<file path="config.mk">
export PLATFORM = sky130hd
export DESIGN_NAME = staging_unpacker
export DESIGN_NICKNAME = d
export VERILOG_FILES = /design/src/rtl/staging_unpacker.sv
export SDC_FILE = /design/constraint.sdc
export NUM_CORES = 1
export LEC_CHECK = 0
export ABC_AREA = 1
export BUFFER_PORTS_ARGS = -buffer_cell sky130_fd_sc_hd__buf_2
export CAP_MARGIN = 20
export CORE_AREA = 2 2 80 82
export DETAILED_ROUTE_END_ITERATION = 10
export DIE_AREA = 0 0 82 84
export GPL_TIMING_DRIVEN = 0
export HOLD_SLACK_MARGIN = 0.12
export PLACE_DENSITY_LB_ADDON = 0.1
export RECOVER_POWER = 25
export SKIP_CTS_REPAIR_TIMING = 1
export SLEW_MARGIN = 30
export SYNTH_ARGS = -nofsm -noshare
export SYNTH_HDL_FRONTEND = slang
export SYNTH_SLANG_ARGS = --single-unit
</file>
<file path="constraint.sdc">
create_clock -name clk -period 1.4 [get_ports clk]
set_input_delay 0.07 -clock clk [delete_from_list [all_inputs] [get_ports clk]]
set_output_delay 0.07 -clock clk [all_outputs]
set_load 0.005 [all_outputs]
</file>
<file path="src/rtl/staging_unpacker.sv">
// staging_unpacker: checks tags on {tag, payload} staged words and pairs good payloads into wide output words
module staging_unpacker #(
  parameter int TAG_WIDTH = 16,
  parameter int PAYLOAD_WIDTH = 16,
  parameter logic [TAG_WIDTH-1:0] VALID_TAG = TAG_WIDTH'(1),
  parameter int ERR_WIDTH = 8
) (
  input  logic                             clk,
  input  logic                             reset,
  input  logic [TAG_WIDTH+PAYLOAD_WIDTH-1:0] inWord,
  input  logic                             inValid,
  output logic                             inReady,
  output logic [2*PAYLOAD_WIDTH-1:0]       outWord,
  output logic                             outValid,
  input  logic                             outReady,
  output logic                             tagError,
  output logic [ERR_WIDTH-1:0]             errCount
);
  localparam logic [0:0] HI = 1'b0;
  localparam logic [0:0] LO = 1'b1;

  logic [0:0]               state;
  logic [PAYLOAD_WIDTH-1:0] hi_reg;
  logic [PAYLOAD_WIDTH-1:0] payload;
  logic                     tag_ok;
  logic                     accept;
  logic                     load;
  logic                     bad;

  assign payload = inWord[PAYLOAD_WIDTH-1:0];
  assign tag_ok  = inWord[TAG_WIDTH+PAYLOAD_WIDTH-1:PAYLOAD_WIDTH] == VALID_TAG;
  // a high half is always taken; a low half waits only while the output slot is stalled
  assign inReady = (state == HI) || !outValid || outReady;
  assign accept  = inValid && inReady;
  assign load    = accept && tag_ok && (state == LO);
  assign bad     = accept && !tag_ok;

  // pairing state and held high half; any low-slot accept, good or bad, returns to HI
  always_ff @(posedge clk or negedge reset)
    if (!reset) begin
      state  <= HI;
      hi_reg <= '0;
    end else if (accept) begin
      state  <= (state == HI && tag_ok) ? LO : HI;
      hi_reg <= (state == HI && tag_ok) ? payload : (bad ? '0 : hi_reg);
    end

  // output slot: a fresh load wins over consumption so back-to-back pairs leave no bubble
  always_ff @(posedge clk or negedge reset)
    if (!reset) begin
      outWord  <= '0;
      outValid <= 1'b0;
    end else begin
      outWord  <= load ? {hi_reg, payload} : outWord;
      outValid <= load || (outValid && !outReady);
    end

  // registered drop pulse and saturating drop counter
  always_ff @(posedge clk or negedge reset)
    if (!reset) begin
      tagError <= 1'b0;
      errCount <= '0;
    end else begin
      tagError <= bad;
      errCount <= (bad && !(&errCount)) ? errCount + 1'b1 : errCount;
    end
endmodule

</file>
==> flow_summary_export.csv <==
group,metric,value,unit
run_status,status,"finished with violations",
run_status,violations,"setup timing",
layout,finalNetCount,451,
worst_setup_path,worst-r2r-setup-slack,-0.10,ns
global_route,grt_max_degree,60,
synthesis,synth_top_area_frac,0.545,
synthesis,ys_ff_latch,59,
routing,met2WireLength,3070,µm
sta,holdWs,0.303,ns
clock_network,cts_buffers,9,
synthesis,seq_area_frac_synth,0.545,
die,chipWidth,82,µm
sta,skew,0.00821,ns
synthesis,synthFlopType,"dfrtp_1",
die,std_cell_rows,29,
routing,wl_met3,293,µm
layout,antennaDiodeCount,0,
power_and_ir_drop,leakage,1.93,nW
routing,firstDrtPassIters,4,
global_route,grt_pass1_vias,2113,
sta,tns,-0.683,ns
sta,max_freq,665,MHz
clock_network,cts_buffer_depth,2,
layout,final_layout_size_suffix_gt1_frac,0.344,
synthesis,synth_edf_count,0,
routing,routed_wl,6180,µm
synthesis,synth_area_leaders,"dfrtp_1, nand2_1, o21ai_2",
sta,tightest_slew,0.753,ns
placed_design,numPortBuffers,78,
clock_network,clk_pin_slew_worst_paths,0.06,ns
worst_setup_path,r2r_cells,7,
placed_design,hpwlAfterDp,4150,µm
worst_setup_path,crit_end,"errCount[4]",
die,initial_core_util,0.444,
routing,via_count,2286,
routing,wl_met1,2730,µm
hold_path,hold_class,"in2reg",
routing,avgRoutedWirePerCell,12.4,µm
die,die_h,84,µm
job,drv_cap,0,
power_and_ir_drop,power.density_cell_area,1080,nW/µm²
global_route,grt_pass1_wl,9890,µm
sta,drv_slew,0,
routing,first_iter_violations,80,
die,core_region_area,6100,µm²
worst_setup_path,end_kind,"flip-flop",
sta,rsz0062_at_grt,"true",
worst_setup_path,rr_endpoint,"errCount[4]",
placed_design,dp_slack,-0.108,ns
clock_network,cts_tree,"done",
layout,largest_register_ffs,32,
clock_network,clock_latency,0.33,ns
layout,area.growth.synth_to_final,36.0,%
sta,period_minus_slack,1.50,ns
power_and_ir_drop,p_total,3.97,mW
worst_setup_path,critPathLaunch,"errCount[1]",
layout,num-fill-cells,582,
clock_network,cts.sinks,59,
synthesis,ys_types,22,
synthesis,synth_area_leader_cell,"dfrtp_1",
sta,slew_headroom,0.498,
global_route,antenna_found_initial,0,
synthesis,synth_area,2710,µm²
global_route,grt_overflow_total,0,
placed_design,place_area,3200,µm²
placed_design,dp.cells,454,
synthesis,ys_warn_count,0,
worst_setup_path,required,1.61,ns
synthesis,async_flop_share,1.00,
die,dieArea,6890,µm²
synthesis,synth.most_common_cell,"nand2_1",
routing,highest_layer,"met4",
routing,drc,0,
worst_setup_path,reg2reg_from,"errCount[1]",
layout,finalInstanceArea,3680,µm²
worst_setup_path,worstPathArrival,1.71,ns
worst_setup_path,worstSetupPathType,"reg2reg",
clock_network,root_buffer,"clkbuf_8",
placed_design,gp_congestion,0.796,
clock_network,cts_max_level,3,
layout,fin_cells,496,
worst_setup_path,crit_fanout,6,
global_route,grt_util_all_layers,0.191,
sta,layout_setup_ws,-0.105,ns
synthesis,postSynthAreaPerCell,9.06,µm²
sta,finalHoldViolCount,0,
synthesis,syn_nets,336,
synthesis,syn_inst,299,
sta,final-setup-viol-count,8,
power_and_ir_drop,irDropWorstVdd,0.798,mV
sta,finalCritPeriodShare,1.07,
routing,final_antenna_net_count,0,
synthesis,synth_common_cells,"nand2_1, dfrtp_1, inv_1",
layout,final_util,0.604,
worst_setup_path,cp-start-kind,"flip-flop",
routing,drt-vias-per-instance,4.61,
die,io_pins,79,
## worst max-delay path: stages, from the launching register on
cell,delay [ns]
dfrtp_1,0.40
ha_2,0.21
nand2_2,0.07
nor2_2,0.13
nand4_1,0.18
nand3_4,0.19
buf_6,0.14
o21ai_0,0.07
## layer usage
metal,track usage,up-vias
li1,-,1167
met1,0.235,1048
met2,0.310,63
met3,0.0444,8
met4,0.0909,0
met5,0,-
## cells by family after synthesis
group / share of synthesized area
buffers and inverters: 0.113
DFF: 0.545
AOI/OAI and AO/OA: 0.113
xor gates and xnor gates: 0.0162
adders and majority gates: 0.00462
and+or+nand+nor: 0.208
## how the worst min path moves through the flow
stage | from | to | slack, ns | cells past startpoint
after floorplan | reset | errCount[0] | -0.23 | 0
after global placement | inWord[4] | outWord[4] | 0.33 | 3
after detailed placement | reset | outWord[20] | 0.19 | 1
after CTS | reset | outWord[20] | -0.18 | 1
after global routing | inWord[20] | errCount[0] | 0.37 | 7
final | inWord[28] | errCount[0] | 0.30 | 7
## layout make-up
| cell class | instances | area, µm² | area share |
|---|---|---|---|
| flip-flops and latches | 59 | 1480 | 0.401 |
| inverters | 48 | 181 | 0.0492 |
| well taps | 77 | 96.3 | 0.0261 |
| multi-input cells | 179 | 957 | 0.260 |
| repair buffers | 104 | 626 | 0.170 |
| clock buffers | 12 | 165 | 0.0448 |
| clock inverters | 4 | 47.5 | 0.0129 |
| plain buffers | 13 | 134 | 0.0363 |
## layout by cell type, fill, tap and decap left out, drive strengths merged
cell,count
clkbuf,25
xor2,4
xnor2,1
nand3b,1
clkinvlp,1
o21ai,40
nand2,89
bufinv,1
nand4,18
clkinv,3
ha,1
buf,85
nand3,6
o21bai,1
dfrtp,59
nor2,18
inv,47
dlygate4sd3,19
## power by group
| part | leakage, nW | internal [mW] | switching, mW | total (mW) |
|---|---|---|---|---|
| sequential | 0.815 | 1.77 | 0.0815 | 1.85 |
| combinational | 1.01 | 0.257 | 0.238 | 0.495 |
| clock | 0.108 | 0.961 | 0.659 | 1.62 |
No activity file was read; power rests on OpenSTA's default activity.
